==> src/rtl/edit_mem_port_reader_pkg.sv <==
// Shared types and default widths for the edit-memory port reader.
// Width macros normally come from the shared defines header; the guarded
// fallbacks below keep this slice self-contained. EM_RD_LATENCY is the read
// latency that the edit memory and every reader must agree on.
`ifndef EM_BUF_PTR_NBITS
`define EM_BUF_PTR_NBITS 12
`endif
`ifndef DATA_PATH_NBITS
`define DATA_PATH_NBITS 32
`endif
`ifndef PORT_ID_NBITS
`define PORT_ID_NBITS 4
`endif
`ifndef EM_RD_LATENCY
`define EM_RD_LATENCY 2
`endif

package edit_mem_port_reader_pkg;

  localparam int unsigned EM_BUF_PTR_NBITS = `EM_BUF_PTR_NBITS;
  localparam int unsigned DATA_PATH_NBITS  = `DATA_PATH_NBITS;
  localparam int unsigned PORT_ID_NBITS    = `PORT_ID_NBITS;
  localparam int unsigned EM_RD_LATENCY    = `EM_RD_LATENCY;

  // Request FSM encoding
  typedef enum logic [0:0] {
    ST_IDLE = 1'b0,
    ST_REQ  = 1'b1
  } rd_state_e;

endpackage

==> src/rtl/edit_mem_rd_fifo.sv <==
// Synchronous return-data FIFO for the edit-memory port reader.
// Ports: clk/rst (sync, active-high), push/push_data write side,
// pop/head read side (head is show-ahead), count and empty status.
// DEPTH must be a power of two.
module edit_mem_rd_fifo #(
  parameter int unsigned WIDTH = 34,
  parameter int unsigned DEPTH = 4
) (
  input  logic                   clk,
  input  logic                   rst,
  input  logic                   push,
  input  logic [WIDTH-1:0]       push_data,
  input  logic                   pop,
  output logic [WIDTH-1:0]       head,
  output logic [$clog2(DEPTH):0] count,
  output logic                   empty
);

  localparam int unsigned AW = $clog2(DEPTH);
  localparam int unsigned CW = AW + 1;

  logic [WIDTH-1:0] mem [DEPTH];
  logic [AW-1:0]    wr_ptr;
  logic [AW-1:0]    rd_ptr;
  logic             do_push;
  logic             do_pop;

  assign empty   = (count == '0);
  assign do_pop  = pop && !empty;
  assign do_push = push && ((count != CW'(DEPTH)) || do_pop);
  assign head    = mem[rd_ptr];

  // Pointers and occupancy
  always_ff @(posedge clk) begin
    if (rst) begin
      wr_ptr <= '0;
      rd_ptr <= '0;
      count  <= '0;
    end else begin
      if (do_push) wr_ptr <= wr_ptr + AW'(1);
      if (do_pop)  rd_ptr <= rd_ptr + AW'(1);
      case ({do_push, do_pop})
        2'b10:   count <= count + CW'(1);
        2'b01:   count <= count - CW'(1);
        default: count <= count;
      endcase
    end
  end

  // Storage needs no reset; empty gates every read
  always_ff @(posedge clk) begin
    if (do_push) mem[wr_ptr] <= push_data;
  end

endmodule

==> src/rtl/edit_mem_port_reader.sv <==
// Per-egress-port reader for the shared edit-memory read interface.
// Takes packet descriptors (desc_*), issues one data_req per buffer toward
// the arbiter (data_req*, data_req_gnt), collects edit_mem_ack/rdata that
// return RD_LATENCY cycles after grant, and streams the packet to the port
// (port_*). desc_err pulses for a zero-length descriptor. em_rd_err is a
// sticky missing-ack flag, present only when EM_RD_ACK_CHECK_EN is defined.
module edit_mem_port_reader
  import edit_mem_port_reader_pkg::*;
#(
  parameter int unsigned BPTR_NBITS = EM_BUF_PTR_NBITS,
  parameter int unsigned DATA_NBITS = DATA_PATH_NBITS,
  parameter int unsigned ID_NBITS   = PORT_ID_NBITS,
  parameter int unsigned PORT_ID    = 0,
  parameter int unsigned LEN_NBITS  = 8,
  parameter int unsigned FIFO_DEPTH = 4,
  parameter int unsigned RD_LATENCY = EM_RD_LATENCY
) (
  input  logic                  clk,
  input  logic                  rst,
  input  logic                  desc_valid,
  output logic                  desc_ready,
  input  logic [BPTR_NBITS-1:0] desc_buf_ptr,
  input  logic [LEN_NBITS-1:0]  desc_nbuf,
  output logic                  data_req,
  output logic [ID_NBITS-1:0]   data_req_dst_port_id,
  output logic                  data_req_sop,
  output logic                  data_req_eop,
  output logic [BPTR_NBITS-1:0] data_req_buf_ptr,
  input  logic                  data_req_gnt,
  input  logic                  edit_mem_ack,
  input  logic [DATA_NBITS-1:0] edit_mem_rdata,
  output logic                  port_valid,
  input  logic                  port_ready,
  output logic [DATA_NBITS-1:0] port_data,
  output logic                  port_sop,
  output logic                  port_eop,
  output logic                  desc_err,
  output logic                  em_rd_err
);

  localparam int unsigned CW = $clog2(FIFO_DEPTH) + 1;
  localparam int unsigned SW = CW + 1;
  localparam int unsigned FW = DATA_NBITS + 2;

  rd_state_e                  state;
  rd_state_e                  state_next;
  logic [BPTR_NBITS-1:0]      ptr;
  logic [LEN_NBITS-1:0]       rem;
  logic                       first;
  logic                       accept;
  logic                       grant;
  logic                       credit;
  logic [SW-1:0]              credit_sum;
  logic [CW-1:0]              outstanding;
  logic [CW-1:0]              fifo_count;
  logic                       fifo_empty;
  logic [FW-1:0]              fifo_head;
  logic [RD_LATENCY-1:0][2:0] trk;   // per stage {valid, sop, eop}
  logic                       trk_v;
  logic                       trk_sop;
  logic                       trk_eop;

  assign accept = desc_valid && desc_ready;
  assign grant  = data_req && data_req_gnt;

  // Credit counts both in-flight reads and buffered words so the FIFO cannot overflow
  assign credit_sum = SW'(outstanding) + SW'(fifo_count);
  assign credit     = credit_sum < SW'(FIFO_DEPTH);

  // State register
  always_ff @(posedge clk) begin
    if (rst) state <= ST_IDLE;
    else     state <= state_next;
  end

  // Next state
  always_comb begin
    state_next = state;
    case (state)
      ST_IDLE: if (accept && (desc_nbuf != '0)) state_next = ST_REQ;
      ST_REQ:  if (grant && data_req_eop)       state_next = ST_IDLE;
      default: state_next = ST_IDLE;
    endcase
  end

  // Request outputs; fields only move on grant so they hold while ungranted
  always_comb begin
    data_req             = 1'b0;
    data_req_dst_port_id = ID_NBITS'(PORT_ID);
    data_req_sop         = first;
    data_req_eop         = (rem == LEN_NBITS'(1));
    data_req_buf_ptr     = ptr;
    if (state == ST_REQ) data_req = credit;
  end

  // Descriptor handshake is a registered function of the upcoming state
  always_ff @(posedge clk) begin
    if (rst) begin
      desc_ready <= 1'b0;
      desc_err   <= 1'b0;
    end else begin
      desc_ready <= (state_next == ST_IDLE);
      desc_err   <= accept && (desc_nbuf == '0);
    end
  end

  // Packet walk: pointer, remaining count, first-buffer flag
  always_ff @(posedge clk) begin
    if (rst) begin
      ptr   <= '0;
      rem   <= '0;
      first <= 1'b0;
    end else if (accept && (desc_nbuf != '0)) begin
      ptr   <= desc_buf_ptr;
      rem   <= desc_nbuf;
      first <= 1'b1;
    end else if (grant) begin
      ptr   <= ptr + BPTR_NBITS'(1);
      rem   <= rem - LEN_NBITS'(1);
      first <= 1'b0;
    end
  end

  // In-flight tracker; its last stage lines up with our own ack on the shared bus
  always_ff @(posedge clk) begin
    if (rst) begin
      trk <= '0;
    end else begin
      trk[0] <= {grant, data_req_sop, data_req_eop};
      for (int i = 1; i < int'(RD_LATENCY); i++) trk[i] <= trk[i-1];
    end
  end

  assign {trk_v, trk_sop, trk_eop} = trk[RD_LATENCY-1];

  // Granted reads whose data has not yet landed in the FIFO
  always_ff @(posedge clk) begin
    if (rst) begin
      outstanding <= '0;
    end else begin
      case ({grant, trk_v})
        2'b10:   outstanding <= outstanding + CW'(1);
        2'b01:   outstanding <= outstanding - CW'(1);
        default: outstanding <= outstanding;
      endcase
    end
  end

  edit_mem_rd_fifo #(
    .WIDTH (FW),
    .DEPTH (FIFO_DEPTH)
  ) u_rd_fifo (
    .clk       (clk),
    .rst       (rst),
    .push      (trk_v),
    .push_data ({edit_mem_rdata, trk_sop, trk_eop}),
    .pop       (port_valid && port_ready),
    .head      (fifo_head),
    .count     (fifo_count),
    .empty     (fifo_empty)
  );

  assign port_valid = !fifo_empty;
  assign port_data  = fifo_head[FW-1:2];
  assign port_sop   = fifo_head[1];
  assign port_eop   = fifo_head[0];

`ifdef EM_RD_ACK_CHECK_EN
  // Expected ack missing: flag it but still push the word to keep framing
  always_ff @(posedge clk) begin
    if (rst)                         em_rd_err <= 1'b0;
    else if (trk_v && !edit_mem_ack) em_rd_err <= 1'b1;
  end
`else
  logic unused_ack;
  assign unused_ack = edit_mem_ack;
  assign em_rd_err  = 1'b0;
`endif

endmodule

==> config.mk <==
export PLATFORM = sky130hd
export DESIGN_NAME = edit_mem_port_reader
export DESIGN_NICKNAME = d
export VERILOG_FILES = /design/src/rtl/edit_mem_port_reader_pkg.sv /design/src/rtl/edit_mem_rd_fifo.sv /design/src/rtl/edit_mem_port_reader.sv
export SDC_FILE = /design/constraint.sdc
export NUM_CORES = 1
export LEC_CHECK = 0
export ABC_AREA = 0
export CAP_MARGIN = 20
export CORE_UTILIZATION = 40
export DETAILED_ROUTE_END_ITERATION = 10
export MAX_ROUTING_LAYER = met4
export SYNTH_ARGS = -nofsm -noshare
export SYNTH_HDL_FRONTEND = slang
export SYNTH_SLANG_ARGS = --single-unit
==> constraint.sdc <==
create_clock -name clk -period 2.92 [get_ports clk]
set_clock_uncertainty 0.05 [all_clocks]
set_input_delay 0.292 -clock clk [delete_from_list [all_inputs] [get_ports clk]]
set_output_delay 0.292 -clock clk [all_outputs]
set_load 0.005 [all_outputs]
==> flow_metrics.py <==
metrics = {
    "synth": {
        "synthAdderAreaFrac_pct": 2.52,
        "synth_compound_area_share_pct": 4.29,
        "ys_types": 46,
        "synth_top_flop_cell": "edfxtp_1",
        "synth-seq-area-share_pct": 69.8,
        "netlist_instances": 419,
        "yosysWarningCount": 0,
        "async_flop_share_pct": 0,
        "synth-simple-area-share_pct": 7.39,
        "synthXorXnorAreaFrac_pct": 2.11,
        "synth_mux_area_share_pct": 11.1,
        "synth-seq-cells": 178,
        "yosysMostFrequentCell": "edfxtp_1",
        "synth_area_leaders": "edfxtp_1, dfxtp_1, mux4_2",
        "syn-cell-area_sq_um": 7060,
        "synth_top_cell_by_area": "edfxtp_1",
        "synth_commonest_cells": "edfxtp_1, dfxtp_1, mux4_2, nor2_1, inv_1",
        "synth_top_family_by_area": "multiplexers",
        "netlist.area_leader.share_pct": 57.8,
        "postSynthAreaPerCell_sq_um": 16.9,
        "synth-edff-count": 136,
    },
    "power_and_ir_drop": {
        "peakVddDrop_v": 0.000409,
        "cellPowerDensity_nw_per_um2": 575,
        "power.leakage_uw": 0.00293,
        "total_power_uw": 5180,
    },
    "clocking": {
        "cts_buffer_depth": 2,
        "clock-sinks": 178,
        "ctsHtreeMaxLevel": 4,
        "clk_pin_slew_ns": 0.06,
        "cts_buffers": 17,
        "cts-root-buf": "clkbuf_16",
        "cts_tree": "done",
        "insertion_delay_ns": 0.42,
    },
    "final_layout": {
        "area_growth_syn_to_layout_pct": 27.7,
        "drive_above_1_share_pct": 16.4,
        "multi_input_area_sq_um": 1970,
        "nets": 612,
        "seq_area_sq_um": 4930,
        "fillers": 1421,
        "antenna_cells": 0,
    },
    "setup_path": {
        "rr_endpoint": "u_rd_fifo.count[2]$_SDFFE_PP0P_",
        "r2r_slack_ns": 0.48,
        "critPathRequiredTime_ns": 2.58,
        "critPathMaxFanout": 6,
        "critPathLaunchType": "flop",
        "timing.rr.start": "u_rd_fifo.count[2]$_SDFFE_PP0P_",
        "startpoint": "rem[2]$_SDFFE_PP0P_",
        "ff2ff_path_depth": 9,
        "crit_arrival_ns": 2.47,
        "endpoint": "data_req_eop",
        "critPathKind": "flop to output port",
        "critPathCaptureType": "output port",
    },
    "place": {
        "hpwl_mm": 8.88,
        "gp_congestion": 0.748,
        "io_buffers": 108,
    },
    "timing": {
        "max_slew.worst_pin.slew_ns": 0.653,
        "min_period_ns": 2.81,
        "report.final.hold_viol_count": 0,
        "setup_viol": 0,
        "post-route-period-util_pct": 96.2,
        "rsz0062_at_grt": "false",
        "slew_violations": 0,
        "setup_tns_ns": 0,
        "fmax_ghz": 0.356,
        "slew-limit-headroom_pct": 56.5,
    },
    "routing": {
        "routed_wl_mm": 13.7,
        "drtIter0Drc": 187,
        "drt-pass1-iter-count": 4,
        "via_per_inst": 5.16,
        "postRouteAntennaNets": 0,
        "drcViolationCount": 0,
        "vias": 4020,
        "wl_per_cell_microns": 17.6,
    },
    "die": {
        "start_util_pct": 40.8,
        "ios": 115,
        "coreArea_sq_um": 17300,
        "die_width_microns": 135,
        "row_count": 48,
        "die_h_microns": 135,
        "dieArea_sq_um": 18200,
    },
    "outcome": {
        "status": "finished, final reports clean",
    },
    "grt": {
        "grt_max_degree": 41,
        "grt_pass1_wl_mm": 22.2,
        "grt_overflow": 0,
        "grt_usage_pct": 16.7,
        "grt_pass1_vias": 4286,
        "antenna_found_initial": 0,
    },
    "flow_run": {
        "drv_cap": 0,
    },
    "min_path": {
        "hp-class": "input pin to flop",
    },
}
-- registers in the layout, indices dropped and copies added (netlist names), 2 cells and up, named ones only --
name	flops
data_req_buf_ptr	12
outstanding	3
rem	8
trk	6
u_rd_fifo.count	3
u_rd_fifo.mem	136
u_rd_fifo.rd_ptr	2
u_rd_fifo.wr_ptr	2
-- worst max-delay path: stages (launching register included) --
cell and delay (ns):
dfxtp_1 0.35, or4_4 0.56, or4b_4 0.55, inv_1 0.08
clkdlybuf4s50_1 0.49
-- cell type report --
cell class | count | share of cell area [%]
Timing Repair Buffer | 122 | 13.9
Clock inverter | 14 | 1.15
Clock buffer | 18 | 4.76
Tap cell | 225 | 3.12
Multi-Input combinational cell | 207 | 21.8
Inverter | 15 | 0.625
Sequential cell | 178 | 54.7
-- power breakdown --
part	leakage, uW	internal, uW	switching, uW
clock network	0.000263	1100	942
registers	0.00157	2760	39.3
logic	0.00110	203	141
-- routing by layer --
layer	part of all wire, %	global-route usage, %	routed length (microns)	vias up
met3	5.3	4.35	722	23
met2	49	26.7	6730	112
met5	0	-	0	-
li1	-	-	-	1880
met4	1.4	5.81	190	0
met1	44	20.6	6090	2005
-- metrics by stage --
stage / instances / utilization, % / hold WS (ns) / instance area, sq um / worst slack, ns
after floorplan: 423 / - / 0.314 / 7080 / 0.480
after global placement: 747 / 49.0 / 0.373 / 8470 / 0.374
after detailed placement: 747 / 49.0 / 0.382 / 8470 / 0.301
after CTS: 779 / 52.1 / 0.376 / 9010 / 0.0956
after global routing: 779 / 52.1 / 0.385 / 9010 / 0.0350
final: 779 / 52.1 / 0.392 / 9010 / 0.112
-- logic make-up after synthesis --
kind of cell,Yosys count
other,1
DFF,178
adders and majority gates,13
buffers and inverters,38
xor gates and xnor gates,17
and+or+nand+nor,94
AOI/OAI and AO/OA,42
muxes,36
-- layout by cell type, fill, tap and decap left out, types with 4 or more instances in the layout --
cell type        synthesis  final
a211oi_1                11     11
a21oi_1                  7      7
a311oi_1                 8      8
and2_2                   0      4
buf_12                   0      5
buf_4                    7      9
clkbuf_16                0     17
clkdlybuf4s50_1          0    108
clkinv_4                 0      4
conb_1                   1      5
dfxtp_1                 42     40
edfxtp_1               136    136
ha_1                    11     11
inv_1                   15     15
inv_6                    0      6
mux4_2                  34     34
nand2_1                  7      7
nand3_1                  5      5
nand4_1                 10     10
nor2_1                  34     34
nor2b_1                  4      4
nor4_1                   4      4
o21ai_0                  6      6
or3_1                    5      5
or4_1                    4      4
xnor2_1                  6      6
xor2_1                  11     11
-- what timing repair did --
action,in CTS,in global routing
hold buffers,0,0
resized for setup,1,1
hold endpoints to repair,0,0
endpoints found under the setup margin,1,1
setup buffers,0,0
-- how the worst min path moves through the flow --
stage                                 start                  end  slack, ns  depth (start not counted)
after floorplan                         rst    trk[3]$_SDFF_PP0_       0.31                          1
after global placement    trk[1]$_SDFF_PP0_    trk[4]$_SDFF_PP0_       0.37                          1
after detailed placement  trk[1]$_SDFF_PP0_    trk[4]$_SDFF_PP0_       0.38                          1
after CTS                               rst  desc_err$_SDFF_PP0_       0.38                          2
after global routing                    rst  desc_err$_SDFF_PP0_       0.38                          2
final                                   rst  desc_err$_SDFF_PP0_       0.39                          2
(Power assumes the default switching activity.)
